`src/rtl/mx_mem_to_reg_if.sv`:
```
// Write-back bundle between the memory stage and the register-file write port.
// master drives the stage inputs; slave is the mx_mem_to_reg side.
interface mx_mem_to_reg_if;
    logic        en;
    logic [1:0]  MemToReg;
    logic [31:0] in0;
    logic [31:0] in1;
    logic [31:0] in2;
    logic [2:0]  LoadType;
    logic [1:0]  ByteOff;
    logic        RegWriteIn;
    logic [4:0]  WAddrIn;
    logic [31:0] out;
    logic        RegWrite;
    logic [4:0]  WAddr;
    logic        MisAlign;

    modport master (
        output en, MemToReg, in0, in1, in2,
        output LoadType, ByteOff, RegWriteIn, WAddrIn,
        input  out, RegWrite, WAddr, MisAlign
    );

    modport slave (
        input  en, MemToReg, in0, in1, in2,
        input  LoadType, ByteOff, RegWriteIn, WAddrIn,
        output out, RegWrite, WAddr, MisAlign
    );
endinterface

```
`src/rtl/mx_mem_to_reg.sv`:
```
// Write-back source select with load alignment/extension,
// registered once in front of the register-file write port.
module mx_mem_to_reg (
    input  logic           clk,
    input  logic           rst_n,
    mx_mem_to_reg_if.slave bus
);
    logic [7:0]  ld_byte;
    logic [15:0] ld_half;
    logic [31:0] ld_data;
    logic [31:0] wb_data;
    logic        sel_ld;
    logic        sel_link;
    logic        sel_alu;
    logic        is_byte;
    logic        is_half;
    logic        is_word;
    logic        mis;
    logic        wr;

    assign sel_ld   = (bus.MemToReg == 2'b01);
    assign sel_link = (bus.MemToReg == 2'b10);
    assign sel_alu  = !sel_ld && !sel_link;

    assign is_byte = (bus.LoadType == 3'b001) || (bus.LoadType == 3'b010);
    assign is_half = (bus.LoadType == 3'b011) || (bus.LoadType == 3'b100);
    assign is_word = !is_byte && !is_half;

    always_comb begin
        ld_byte = bus.in1[7:0];
        unique case (bus.ByteOff)
            2'b00: ld_byte = bus.in1[7:0];
            2'b01: ld_byte = bus.in1[15:8];
            2'b10: ld_byte = bus.in1[23:16];
            2'b11: ld_byte = bus.in1[31:24];
            default: ld_byte = bus.in1[7:0];
        endcase
    end

    // Misaligned halfwords still take the lane picked by ByteOff[1].
    assign ld_half = bus.ByteOff[1] ? bus.in1[31:16] : bus.in1[15:0];

    always_comb begin
        ld_data = bus.in1;
        unique case (bus.LoadType)
            3'b001: ld_data = {{24{ld_byte[7]}}, ld_byte};
            3'b010: ld_data = {24'h0, ld_byte};
            3'b011: ld_data = {{16{ld_half[15]}}, ld_half};
            3'b100: ld_data = {16'h0, ld_half};
            default: ld_data = bus.in1;
        endcase
    end

    always_comb begin
        wb_data = bus.in0;
        unique case (1'b1)
            sel_ld:   wb_data = ld_data;
            sel_link: wb_data = bus.in2;
            sel_alu:  wb_data = bus.in0;
            default:  wb_data = bus.in0;
        endcase
    end

    assign mis = sel_ld &&
                 ((is_word && (bus.ByteOff != 2'b00)) ||
                  (is_half && bus.ByteOff[0]));

    assign wr = bus.RegWriteIn && (bus.WAddrIn != 5'd0) && !mis;

    always_ff @(posedge clk or negedge rst_n) begin
        if (!rst_n) begin
            bus.out      <= 32'h0;
            bus.RegWrite <= 1'b0;
            bus.WAddr    <= 5'd0;
            bus.MisAlign <= 1'b0;
        end else if (bus.en) begin
            bus.out      <= wb_data;
            bus.RegWrite <= wr;
            bus.WAddr    <= bus.WAddrIn;
            bus.MisAlign <= mis;
        end
    end
endmodule

```
`src/flat_wrapper.sv`:
```
// flat-port wrapper written by rule: the top's interface ports become plain ports
module mx_mem_to_reg_flat 
  (clk, rst_n, bus_en, bus_MemToReg, bus_in0, bus_in1, bus_in2, bus_LoadType, bus_ByteOff, bus_RegWriteIn, bus_WAddrIn, bus_out, bus_RegWrite, bus_WAddr, bus_MisAlign);
  mx_mem_to_reg_if bus_i ();
  input  logic clk;
  input  logic rst_n;
  input wire logic [$bits(bus_i.en)-1:0] bus_en;
  input wire logic [$bits(bus_i.MemToReg)-1:0] bus_MemToReg;
  input wire logic [$bits(bus_i.in0)-1:0] bus_in0;
  input wire logic [$bits(bus_i.in1)-1:0] bus_in1;
  input wire logic [$bits(bus_i.in2)-1:0] bus_in2;
  input wire logic [$bits(bus_i.LoadType)-1:0] bus_LoadType;
  input wire logic [$bits(bus_i.ByteOff)-1:0] bus_ByteOff;
  input wire logic [$bits(bus_i.RegWriteIn)-1:0] bus_RegWriteIn;
  input wire logic [$bits(bus_i.WAddrIn)-1:0] bus_WAddrIn;
  output wire logic [$bits(bus_i.out)-1:0] bus_out;
  output wire logic [$bits(bus_i.RegWrite)-1:0] bus_RegWrite;
  output wire logic [$bits(bus_i.WAddr)-1:0] bus_WAddr;
  output wire logic [$bits(bus_i.MisAlign)-1:0] bus_MisAlign;
  assign bus_i.en = bus_en;
  assign bus_i.MemToReg = bus_MemToReg;
  assign bus_i.in0 = bus_in0;
  assign bus_i.in1 = bus_in1;
  assign bus_i.in2 = bus_in2;
  assign bus_i.LoadType = bus_LoadType;
  assign bus_i.ByteOff = bus_ByteOff;
  assign bus_i.RegWriteIn = bus_RegWriteIn;
  assign bus_i.WAddrIn = bus_WAddrIn;
  assign bus_out = bus_i.out;
  assign bus_RegWrite = bus_i.RegWrite;
  assign bus_WAddr = bus_i.WAddr;
  assign bus_MisAlign = bus_i.MisAlign;
  mx_mem_to_reg u_core (.clk(clk), .rst_n(rst_n), .bus(bus_i));
endmodule
```
`config.mk`:
```
export PLATFORM = sky130hd
export DESIGN_NAME = mx_mem_to_reg_flat
export DESIGN_NICKNAME = d
export VERILOG_FILES = /design/src/rtl/mx_mem_to_reg_if.sv /design/src/rtl/mx_mem_to_reg.sv /design/src/flat_wrapper.sv
export SDC_FILE = /design/constraint.sdc
export NUM_CORES = 1
export LEC_CHECK = 0
export ABC_CLOCK_PERIOD_IN_PS = 1000
export BUFFER_PORTS_ARGS = -buffer_cell sky130_fd_sc_hd__buf_2
export CAP_MARGIN = 40
export CELL_PAD_IN_SITES_DETAIL_PLACEMENT = 2
export CELL_PAD_IN_SITES_GLOBAL_PLACEMENT = 2
export CORE_MARGIN = 1.5
export CORE_UTILIZATION = 27
export CTS_CLUSTER_SIZE = 24
export DETAILED_ROUTE_END_ITERATION = 12
export PLACE_DENSITY_LB_ADDON = 0.2
export SKIP_LAST_GASP = 1
export SLEW_MARGIN = 10
export SYNTH_ARGS = -nofsm -noshare
export SYNTH_HDL_FRONTEND = slang
export SYNTH_SLANG_ARGS = --single-unit
```
`constraint.sdc`:
```
create_clock -name clk -period 1 [get_ports clk]
set_input_delay 0.1 -clock clk [delete_from_list [all_inputs] [get_ports clk]]
set_output_delay 0.1 -clock clk [all_outputs]
set_load 0.02 [all_outputs]
```
-- After elaboration in Yosys (flattened, before gate mapping)
Index checks and enable logic that the tools add are counted.
- reductions and logical operators: 15
- eq/ne operators: 9
- mux-type cells: 4
- operator list (operator ; number):
    32-bit one-hot mux with 4 select lines ; 1
    32-bit one-hot mux with 2 select lines ; 1
    8-bit one-hot mux with 4 select lines ; 1
    16-bit two-way mux ; 1
    2-bit equality test (second input constant) ; 3
    3-bit by 2-bit equality test with 1-bit output (second input constant) ; 2
    1-bit logical AND ; 6
    5-bit nonzero test ; 1
    2-bit by 1-bit equality test with 1-bit output (second input constant) ; 2
    3-bit by 1-bit equality test with 1-bit output (second input constant) ; 1
    3-bit equality test (second input constant) ; 1
    1-bit logical NOT ; 3
    1-bit logical OR ; 3
    2-bit logical NOT ; 1
    2-bit nonzero test ; 1
- input port bits: 112
- bits in registers: 39
- output and inout bits: 39
- word-level logic and storage cells: 32

-- Depth between registers and ports, before layout
- depth in word-level cells: 9
- gate-level depth with buffers: 8
- mapped depth without buffers: 6

-- Worst setup path after synthesis
OpenSTA, ideal clock, no wires.
- path type: input to register
- start: input bus_MemToReg[0]
- end: register u_core.bus.out[27]
- required time: 870 ps
- cell stages on the path: 8
- path buffers: 2
- arrival: 1410 ps
- setup time: 130 ps
- path slack: -540 ps
- cell sequence: inv_1 ha_1 nand2b_1 buf_4 clkbuf_1 a21oi_1 nor3b_1 a211oi_2
- cells in the longest elaborated chain, start to end: 2
- elaborated cells between the ends (all ways): 3
- those cells by class: 2 x eq/ne; 1 x mux
- RTL lines (what ; RTL line ; text):
    start, declared ; flat_wrapper.sv:8 ; input wire logic [$bits(bus_i.MemToReg)-1:0] bus_MemToReg;
    2-bit equality test or 2-bit by 1-bit equality test with 1-bit output (tied branches) ; mx_mem_to_reg.sv:22, mx_mem_to_reg.sv:21 ;
    32-bit one-hot mux with 2 select lines (*) ; mx_mem_to_reg.sv:56 ; unique case (1'b1)
    end signal, assigned ; mx_mem_to_reg.sv:77 ; bus.out <= wb_data;
    end, declared ; mx_mem_to_reg_if.sv:27 ; output out, RegWrite, WAddr, MisAlign
Every way passes the cells marked *; elsewhere a longest branch is shown, timed or not.
A chain may end at the register's enable or synchronous reset.

-- Final worst setup path
- start: input bus_LoadType[1]
- end: register u_core.bus.out[4]
- cells in the longest elaborated chain, start to end: 3
- elaborated cells between the ends (all ways): 6
- those cells by class: 4 x eq/ne; 2 x mux
- RTL lines (what ; RTL line ; text):
    start, declared ; flat_wrapper.sv:12 ; input wire logic [$bits(bus_i.LoadType)-1:0] bus_LoadType;
    3-bit equality test, or another cell as far along ; mx_mem_to_reg.sv:45 ; unique case (bus.LoadType)
    32-bit one-hot mux with 4 select lines (*) ; mx_mem_to_reg.sv:45 ;
    32-bit one-hot mux with 2 select lines (*) ; mx_mem_to_reg.sv:56 ;
Marks and branches as above.

==> qor.yml <==
status:
  status: "finished with violations"
  violations: "setup timing"
routing:
  drcViolationCount: 0
  first_pass_iters: 4
  met3_length_um: 525
  drt_wl_total_um: 16500
  highest_layer: "met4"
  wl_met2_um: 8540
  wire_per_inst_um: 22.7
  vias: 4014
  met1_length_um: 7210
  vias_per_cell: 5.52
  postRouteAntennaNets: 0
  dr.first_iter.drc_count: 184
power:
  internal_power_uw: 4330
  pwr-share-seq: 0.287
  ir_drop_mv: 0.537
  clockPowerShare: 0.282
  swShare: 0.357
  leakagePower_uw: 0.00244
  power_frac_comb: 0.430
  p_switching_uw: 2410
  p_per_area_nw_per_um2: 1200
global_routing:
  grt_start_max_net_pins: 40
  gr-total-overflow: 0
  grt_pass1_wl_um: 24700
  grt_pass1_vias: 4345
  gr-usage-all-layers: 0.248
  antenna_found_initial: 1
setup_path:
  max_stage_delay_ns: 0.41
  crit_required_ns: 1.15
  path_max_fanout: 8
  critPathLaunchType: "primary input"
  path_class: "in2reg"
  r2r_cells: 3
  critPathSlowestCell: "a222oi_1"
  crit_chain: "buf_8 -> buf_12 -> xnor2_2 -> nor2_4 -> a222oi_1 -> o21ai_1"
  cp_top_family: "compound AO/OA/AOI/OAI gates"
  cp.arrival_ns: 1.35
  cp.buffers_inverters: 2
  crit_path_end_kind: "flip-flop"
  critical_path_depth: 6
floorplan:
  start_util: 0.276
  core_um2: 12000
  fp.dieArea_um2: 13000
  ios: 151
  fp.dieW_um: 114
  die_h_um: 114
  fp-row-count: 40
logic_synthesis:
  ys_seq_area_frac: 0.294
  synth_top_family_by_area: "compound AO/OA/AOI/OAI gates"
  synthAdderAreaFrac: 0.00754
  synth_xor_area_frac: 0.00528
  ys_ff_latch: 39
  synth_compound_area_frac: 0.357
  synth_nets: 484
  netlist_instances: 370
  synth_top_area_frac: 0.294
  async_reset_ff_frac: 1.00
  yosys.area_share.simple: 0.187
  avgSynthCellArea_um2: 8.97
  synth_edf_count: 0
  synthTopCellsByArea: "dfrtp_1 (29%), nand3b_1 (6.1%), o21ai_0 (5.9%)"
  ys_warn_count: 0
  synth_area_um2: 3320
  yosysUniqueCellTypes: 57
  synth.area.mux_share: 0.0690
  synth_ff_type: "dfrtp_1"
  synth_area_leader_cell: "dfrtp_1"
clocking:
  numClockSinks: 39
  cts_tree: "built"
  clk_latency_ns: 0.29
  htreeDepth: 2
  clock-root-buffer: "clkbuf_16"
  path_clk_slew_ns: 0.07
  cts_made_buffers: 5
  clock_path_buffers: 2
timing:
  drv_slew: 0
  fin_crit_ns: 1.20
  relSlewSlack: 0.689
  max_freq_mhz: 834
  fin_crit_sh: 1.20
  hold_viol: 0
  tightest_slew_ns: 0.462
  whs_ns: 0.0602
  fin_ws_ns: -0.199
  finalClockSkew_ns: 0
  setup_viol: 34
  rsz0062_at_grt: "true"
  finalSetupTns_ns: -3.18
worst_hold_path:
  worst_hold_path_type: "in2reg"
  hold_path_depth: 2
placement:
  dp.cells: 700
  port_buffers: 150
  postPlaceCellArea_um2: 4960
  dp_hpwl_um: 12000
  routabilityCongestion: 0.806
final_layout:
  regArea_um2: 976
  stdcell_area_um2: 5620
  n_fill_cell: 1288
  final_core_util: 0.468
  final_nets: 692
  multi_input_area_um2: 2520
  final-instance-count-excl-fill: 727
  area_growth_pct: 69.3
  drive_above_1_share: 0.598
job:
  maxCapViolCount: 0
## sequential cells by signal, summed over array words and instances (netlist names)
| name | flops |
|---|---|
| u_core.bus.MisAlign | 1 |
| u_core.bus.RegWrite | 1 |
| u_core.bus.WAddr | 5 |
| u_core.bus.out | 32 |
## through the flow
step | setup slack, ns | power [uW]
2_1_floorplan | -0.254 | 3390
3_3_place_gp | -0.447 | 4420
3_5_place_dp | -0.544 | 4510
4_1_cts | -0.180 | 6580
5_1_grt | -0.260 | 7040
6_report | -0.199 | 6740
## logic make-up after synthesis
| logic type | count (synthesis) |
|---|---|
| XOR/XNOR | 2 |
| buffers and inverters | 53 |
| AO/OA/AOI/OAI | 158 |
| adder cells (fa/ha/maj) | 2 |
| multiplexers | 18 |
| flip-flops | 39 |
| AND/OR/NAND/NOR | 98 |
## worst paths after layout
kind                                                 start                         endpoint  slack, ns
max                                        bus_LoadType[1]    u_core.bus.out[4]$_DFFE_PN0P_      -0.20
max in group asynchronous                            rst_n   u_core.bus.out[11]$_DFFE_PN0P_       0.46
min in group asynchronous                            rst_n  u_core.bus.MisAlign$_DFFE_PN0P_       0.31
min                                         bus_WAddrIn[0]  u_core.bus.WAddr[0]$_DFFE_PN0P_       0.06
max reg2reg                 u_core.bus.out[12]$_DFFE_PN0P_   u_core.bus.out[12]$_DFFE_PN0P_      -0.13
min reg2reg                u_core.bus.WAddr[0]$_DFFE_PN0P_  u_core.bus.WAddr[0]$_DFFE_PN0P_       0.51
## worst reg2reg max path: stages (launching register included)
cell	delay, ns
dfrtp_1	0.39
o21ai_0	0.35
a31o_2	0.20
o31ai_2	0.07
## power groups by stage
stage	clock, uW	combinational [uW]	sequential [uW]
finish	1900	2900	1940
floorplan	0	1140	2250
CTS	1900	2740	1940
global placement	0	2460	1960
detailed placement	0	2540	1970
global route	1990	3080	1960
## cells in the mapped netlist (2+ instances only)
cell and number:
o221a_1 5, o31ai_1 7, o221a_2 2, a21oi_1 19, nand3b_1 27, o211ai_1 9, and3b_1 2, a31oi_1 3
mux2_4 5, nor2b_1 11, nor3b_1 16, a221oi_1 7, nor2_1 4, a211oi_2 10, a31o_2 8, nand2_1 22
buf_4 6, and2_1 2, mux2i_1 3, o21ai_0 39, xnor2_1 2, buf_6 4, a211oi_1 6, a22o_1 7
inv_1 14, ha_1 2, a32oi_1 8, clkbuf_1 18, o21ai_1 8, mux2_2 8, a222oi_1 6, dfrtp_1 39
buf_2 9, nand2b_1 9
## cell type report
cell class | count | share of cell area
Multi-Input combinational cell | 279 | 0.449
Timing Repair Buffer | 239 | 0.304
Sequential cell | 39 | 0.174
Tap cell | 147 | 0.0327
Clock buffer | 5 | 0.0223
Inverter | 14 | 0.00980
Clock inverter | 3 | 0.00824
Antenna cell | 1 | 0.000445
## layer usage
layer | vias up | global-route usage
met5 | - | 0
met2 | 103 | 0.457
met3 | 14 | 0.0218
met1 | 2052 | 0.318
li1 | 1845 | -
met4 | 0 | 0.0458
## repair_timing
action / CTS / global route
endpoints found under the hold margin: 39 / 0
hold buffers: 1 / 0
setup endpoints to repair: 34 / 34
setup buffers: 6 / 7
pin swaps: 14 / 9
cloned: 3 / 1
resized for setup: 40 / 27
## cells in the final DEF, fill, tap and decap left out, types with 5 or more instances in the layout
cell type,Yosys,routed
o21ai_0,39,35
mux2_4,5,6
a32oi_1,8,8
clkbuf_16,0,7
nand2b_1,9,8
o21ai_1,8,10
a22o_1,7,7
buf_4,6,72
mux2_2,8,7
nor3b_2,0,11
nor2b_1,11,9
inv_1,14,13
a21oi_1,19,9
buf_2,9,143
a211oi_2,10,13
o31ai_2,0,7
o221a_1,5,5
o211ai_1,9,9
a222oi_1,6,6
buf_12,0,14
dfrtp_1,39,39
a31o_2,8,7
a21oi_4,0,9
a221oi_2,0,7
nand3b_1,27,27
nand2_1,22,22
(Power assumes the default switching activity.)
